$ cat src/rtl/button_event_pkg.sv
// Shared types and default constants for the stopwatch button event decoder.
package button_event_pkg;

  typedef enum logic [1:0] {
    IDLE = 2'd0,
    HELD = 2'd1,
    LONG = 2'd2
  } btn_state_t;

  localparam int unsigned LONG_MS_DEF    = 500;
  localparam int unsigned REPEAT_MS_DEF  = 100;
  localparam int unsigned CLK_PER_MS_DEF = 100000;

  // Width of a counter that must be able to hold the value max_val.
  function automatic int unsigned cnt_width(input int unsigned max_val);
    return (max_val < 2) ? 1 : $clog2(max_val + 1);
  endfunction

endpackage

$ cat src/rtl/button_event_chan.sv
// One button channel: edge detect, IDLE/HELD/LONG FSM, hold/repeat counters.
// Repeat logic exists only when BUTTON_EVENT_REPEAT_EN is defined.
module button_event_chan
  import button_event_pkg::*;
#(
  parameter int unsigned LONG_MS   = LONG_MS_DEF,
  parameter int unsigned REPEAT_MS = REPEAT_MS_DEF,
  parameter bit          REPEAT_ON = 1'b1
) (
  input  logic clk,
  input  logic rst_n,
  input  logic tick,
  input  logic btn,
  output logic press_pulse,
  output logic release_pulse,
  output logic long_pulse,
  output logic repeat_pulse,
  output logic held
);

  localparam int unsigned          HOLD_W    = cnt_width(LONG_MS);
  localparam logic [HOLD_W-1:0]    HOLD_LAST = HOLD_W'(LONG_MS - 1);

  btn_state_t        state;
  logic              prev;
  logic [HOLD_W-1:0] hold_cnt;
  logic              rise;
  logic              fall;

  assign rise = btn & ~prev;
  assign fall = ~btn & prev;

`ifdef BUTTON_EVENT_REPEAT_EN
  localparam int unsigned       REP_W    = cnt_width(REPEAT_MS);
  localparam logic [REP_W-1:0]  REP_LAST = REP_W'(REPEAT_MS - 1);

  logic [REP_W-1:0] rep_cnt;
`else
  // Repeat is compiled out; its configuration cannot change the output.
  assign repeat_pulse = 1'b0 & REPEAT_ON & (REPEAT_MS != 0);
`endif

  always_ff @(posedge clk or negedge rst_n) begin
    if (!rst_n) begin
      state         <= IDLE;
      prev          <= 1'b0;
      hold_cnt      <= '0;
      press_pulse   <= 1'b0;
      release_pulse <= 1'b0;
      long_pulse    <= 1'b0;
      held          <= 1'b0;
`ifdef BUTTON_EVENT_REPEAT_EN
      rep_cnt       <= '0;
      repeat_pulse  <= 1'b0;
`endif
    end else begin
      prev          <= btn;
      press_pulse   <= 1'b0;
      release_pulse <= 1'b0;
      long_pulse    <= 1'b0;
`ifdef BUTTON_EVENT_REPEAT_EN
      repeat_pulse  <= 1'b0;
`endif
      case (state)
        IDLE: begin
          if (rise) begin
            state       <= HELD;
            hold_cnt    <= '0;
            press_pulse <= 1'b1;
            held        <= 1'b1;
          end
        end

        // A release always beats a tick landing in the same cycle.
        HELD: begin
          if (fall) begin
            state         <= IDLE;
            hold_cnt      <= '0;
            release_pulse <= 1'b1;
            held          <= 1'b0;
          end else if (tick) begin
            hold_cnt <= hold_cnt + 1'b1;
            if (hold_cnt == HOLD_LAST) begin
              state      <= LONG;
              long_pulse <= 1'b1;
`ifdef BUTTON_EVENT_REPEAT_EN
              rep_cnt    <= '0;
`endif
            end
          end
        end

        LONG: begin
          if (fall) begin
            state         <= IDLE;
            hold_cnt      <= '0;
            release_pulse <= 1'b1;
            held          <= 1'b0;
`ifdef BUTTON_EVENT_REPEAT_EN
            rep_cnt       <= '0;
          end else if (tick) begin
            if (rep_cnt == REP_LAST) begin
              rep_cnt      <= '0;
              repeat_pulse <= REPEAT_ON;
            end else begin
              rep_cnt <= rep_cnt + 1'b1;
            end
`endif
          end
        end

        default: begin
          state <= IDLE;
          held  <= 1'b0;
        end
      endcase
    end
  end

endmodule

$ cat src/rtl/button_event.sv
// Button event decoder top: 1 ms tick prescaler plus N_BTN independent channels.
// Define BUTTON_EVENT_REPEAT_EN to build the hold-to-repeat logic.
module button_event
  import button_event_pkg::*;
#(
  parameter int unsigned           N_BTN       = 5,
  parameter int unsigned           CLK_PER_MS  = CLK_PER_MS_DEF,
  parameter int unsigned           LONG_MS     = LONG_MS_DEF,
  parameter int unsigned           REPEAT_MS   = REPEAT_MS_DEF,
  parameter logic [N_BTN-1:0]      REPEAT_MASK = 5'b11000
) (
  input  logic             clk,
  input  logic             rst_n,
  input  logic [N_BTN-1:0] btn_db,
  output logic [N_BTN-1:0] press_pulse,
  output logic [N_BTN-1:0] release_pulse,
  output logic [N_BTN-1:0] long_pulse,
  output logic [N_BTN-1:0] repeat_pulse,
  output logic [N_BTN-1:0] held
);

  localparam int unsigned       PRE_W    = cnt_width(CLK_PER_MS - 1);
  localparam logic [PRE_W-1:0]  PRE_LAST = PRE_W'(CLK_PER_MS - 1);

  logic [PRE_W-1:0] pre_cnt;
  logic             tick;

  // tick is the prescaler wrap cycle, shared by every channel.
  assign tick = (pre_cnt == PRE_LAST);

  always_ff @(posedge clk or negedge rst_n) begin
    if (!rst_n) begin
      pre_cnt <= '0;
    end else if (tick) begin
      pre_cnt <= '0;
    end else begin
      pre_cnt <= pre_cnt + 1'b1;
    end
  end

  for (genvar i = 0; i < N_BTN; i++) begin : g_chan
    button_event_chan #(
      .LONG_MS   (LONG_MS),
      .REPEAT_MS (REPEAT_MS),
      .REPEAT_ON (REPEAT_MASK[i])
    ) u_chan (
      .clk           (clk),
      .rst_n         (rst_n),
      .tick          (tick),
      .btn           (btn_db[i]),
      .press_pulse   (press_pulse[i]),
      .release_pulse (release_pulse[i]),
      .long_pulse    (long_pulse[i]),
      .repeat_pulse  (repeat_pulse[i]),
      .held          (held[i])
    );
  end

endmodule

$ cat config.mk
export PLATFORM = sky130hd
export DESIGN_NAME = button_event
export DESIGN_NICKNAME = d
export VERILOG_FILES = /design/src/rtl/button_event_pkg.sv /design/src/rtl/button_event_chan.sv /design/src/rtl/button_event.sv
export SDC_FILE = /design/constraint.sdc
export NUM_CORES = 1
export LEC_CHECK = 0
export ABC_CLOCK_PERIOD_IN_PS = 3580
export BUFFER_PORTS_ARGS = -buffer_cell sky130_fd_sc_hd__buf_2
export CORE_MARGIN = 4
export CORE_UTILIZATION = 48
export DETAILED_ROUTE_END_ITERATION = 6
export PLACE_DENSITY = 0.74
export SYNTH_ARGS = -nofsm -noshare
export SYNTH_HDL_FRONTEND = slang
export SYNTH_SLANG_ARGS = --single-unit
$ cat constraint.sdc
create_clock -name clk -period 3.58 [get_ports clk]
set_input_delay 0.537 -clock clk [delete_from_list [all_inputs] [get_ports clk]]
set_output_delay 0.537 -clock clk [all_outputs]
set_load 0.005 [all_outputs]
==> summary.txt <==
Layout cells sized above 1 -> 0.0891
Clock skew -> 0.00864 ns
Synth Area per Inst -> 9.23 sq um
Clock power share -> 0.277
Post-synthesis cell count -> 580
TritonCTS Sinks -> 97
GRT Total Usage -> 0.166
Clock Path Buffers -> 2
Int Pwr -> 1.85 mW
Worst Path Arrival -> 2.98 ns
Final nets -> 624
Worst skew pair latency -> 0.36 ns
Drt initial violations -> 274
Multi-input gate area -> 2600 sq um
Hold-fix buffers at CTS -> 0
Worst EP required -> 3.87 ns
Top FF cell, synth -> dfrtp_1
DR vias/cell -> 5.62
Clock period minus worst slack -> 2.69 ns
Post-synth top area cell -> dfrtp_1
Synth area leaders -> dfrtp_1 (45%), ha_1 (6.1%), nor2_1 (4.3%)
Yosys cell types -> 54
Outcome -> finished clean
Total gr overflow -> 0
DRC -> 0
LEAKAGE -> 2.69 nW
Boundary Pins -> 32
Design Area, Final -> 5700 sq um
TNS Setup -> 0 ns
Setup ws final -> 0.885 ns
Largest net degree at the start of global routing -> 53
Final Cycle Share -> 0.753
Register Area -> 2430 sq um
Share of the synthesized area in the top cell type -> 0.453
VDD IR max -> 0.268 mV
Drt pass-1 iters -> 4
Post-Syn Area -> 5350 sq um
Placed Instance Area -> 5490 sq um
Post-CTS setup buffers -> 0
Post-synth EDFFs -> 0
Final core utilization -> 0.524
Starting Density -> 0.492
Resize count post-CTS -> 0
Avg WL per Cell -> 13.8 microns
Place WS -> 0.865 ns
Slew Viols, Final -> 0
Crit path kind -> flop to flop
Hold Vio Cnt, Final -> 0
Area growth syn-to-layout -> 6.57%
Net Sw Power -> 0.936 mW
Crit path launch type -> flop
RSZ-0062 raised after global routing -> no
Hpwl dp -> 7080 microns
Worst hold-check path type -> input port to async pin
Number of port buffers -> 26
Fill cell count -> 984
Sequential element share of the synthesized area -> 0.453
Count leader, synth -> dfrtp_1
GPL Wtd Cong -> 0.831
Final setup violation count -> 0
Flops & latches, synth -> 97
Top cells by count, synth -> dfrtp_1 (97), nor2_1 (61), nand2_1 (51)
Die height -> 114 microns
CTS H-tree lvls -> 3
Sw frac -> 0.336
Slew HR -> 0.517
CTS tree -> built
Worst Tran Pin Value -> 0.719 ns
Via count -> 4134
Post-DRT Antenna Nets -> 0
Root buf cell -> clkbuf_8
Diodes inserted -> 0
Routed WL -> 10100 microns
Combinational Power Share -> 0.288
Max FO, Critical Path -> 13
Core area -> 10900 sq um
Synth warn -> 0
Standard-cell rows -> 38
Total CTS buffers -> 9
Clk slew on worst S/H paths -> 0.09 ns
Max Freq -> 0.371 GHz
First-pass GRT wire length -> 17900 microns
CP Capture Type -> flop
Number of global-route vias before repair -> 3994
Die X -> 114 microns
Antenna violations before repair -> 0
Max_cap viols -> 0
PD cells -> 489 nW/um^2
Async S/R FF share, synth -> 1.00
Full die area -> 12900 sq um
Sequential share of power -> 0.436
kinds of logic (layout without fill, tap and decap cells):
family,count (synthesis),in the layout,share of synthesized area
adder cells (fa/ha/maj),26,26,0.0608
XOR/XNOR,15,15,0.0245
buffers and inverters,62,73,0.0629
AO/OA/AOI/OAI,138,138,0.148
other,1,5,0.000701
multiplexers,6,6,0.0112
flip-flops,97,97,0.453
AND/OR/NAND/NOR,235,235,0.238
worst max-delay path, stage by stage (launching register included):
cell and delay (ns):
dfrtp_1 0.43, or4_4 0.61, nor4_4 0.70, buf_4 0.32, nand4_1 0.16, a21oi_1 0.20, mux2i_1 0.19
power by group through the flow:
| stage | clock, mW | sequential [mW] | combinational, mW |
|---|---|---|---|
| 6_report | 0.771 | 1.22 | 0.803 |
| 5_1_grt | 0.834 | 1.22 | 0.923 |
| 4_1_cts | 0.793 | 1.21 | 0.799 |
| 3_5_place_dp | 0 | 1.23 | 0.799 |
| 3_3_place_gp | 0 | 1.23 | 0.766 |
| 2_1_floorplan | 0 | 1.23 | 0.632 |
flip-flops by register name (all words and copies together) (netlist names):
signal                       cells
g_chan.u_chan.held               5
g_chan.u_chan.hold_cnt          45
g_chan.u_chan.long_pulse         5
g_chan.u_chan.press_pulse        5
g_chan.u_chan.prev               5
g_chan.u_chan.release_pulse      5
g_chan.u_chan.state             10
pre_cnt                         17
routing by layer:
| layer | up-vias | global-route usage | routed length [microns] |
|---|---|---|---|
| met5 | - | 0 | 0 |
| met4 | 0 | 0.0753 | 180 |
| met3 | 15 | 0.0308 | 374 |
| met2 | 71 | 0.267 | 4780 |
| met1 | 1994 | 0.217 | 4790 |
| li1 | 2054 | - | - |
worst paths after layout:
check                             from  slack (ns)  depth (start not counted)                           to
setup / recovery           pre_cnt[14]        0.89                          6    g_chan[2].u_chan.state[0]
hold / removal                   rst_n        0.18                          1  g_chan[1].u_chan.long_pulse
setup reg to reg           pre_cnt[14]        0.89                          6    g_chan[2].u_chan.state[0]
hold reg to reg             pre_cnt[0]        0.49                          1                   pre_cnt[0]
max in group asynchronous        rst_n        2.74                          2    g_chan[0].u_chan.state[1]
min in group clk             btn_db[3]        0.32                          1        g_chan[3].u_chan.prev
cells in the final DEF (no fill, tap or decap), drive strengths merged, types with 4 or more instances in the layout:
cell    instances
buf            32
o21bai          7
nand2          51
nor3            4
nand4          17
or4             6
conb            5
nor4            4
and2            7
dfrtp          97
nor4b           5
o21ai          58
a21oi          34
ha             26
nand2b         15
and3           20
mux2i           6
xnor2          11
xor2            4
nor2           62
inv            26
a31oi          18
o31ai           5
clkbuf         12
nand3          30
stage by stage:
stage	power [mW]	cells	hold slack, ns
finish	2.79	735	0.177
global placement	2.00	720	0.464
CTS	2.81	735	0.185
global route	2.98	735	0.208
floorplan	1.86	584	0.241
detailed placement	2.03	720	0.467
area by class of cell:
class | count | area share
multi-input combinational | 425 | 0.456
sequential | 97 | 0.426
timing repair buffer | 32 | 0.0333
tap | 140 | 0.0307
inverter | 26 | 0.0171
clock buffer | 12 | 0.0254
clock inverter | 3 | 0.0114
Power figures use the tool's default switching activity.
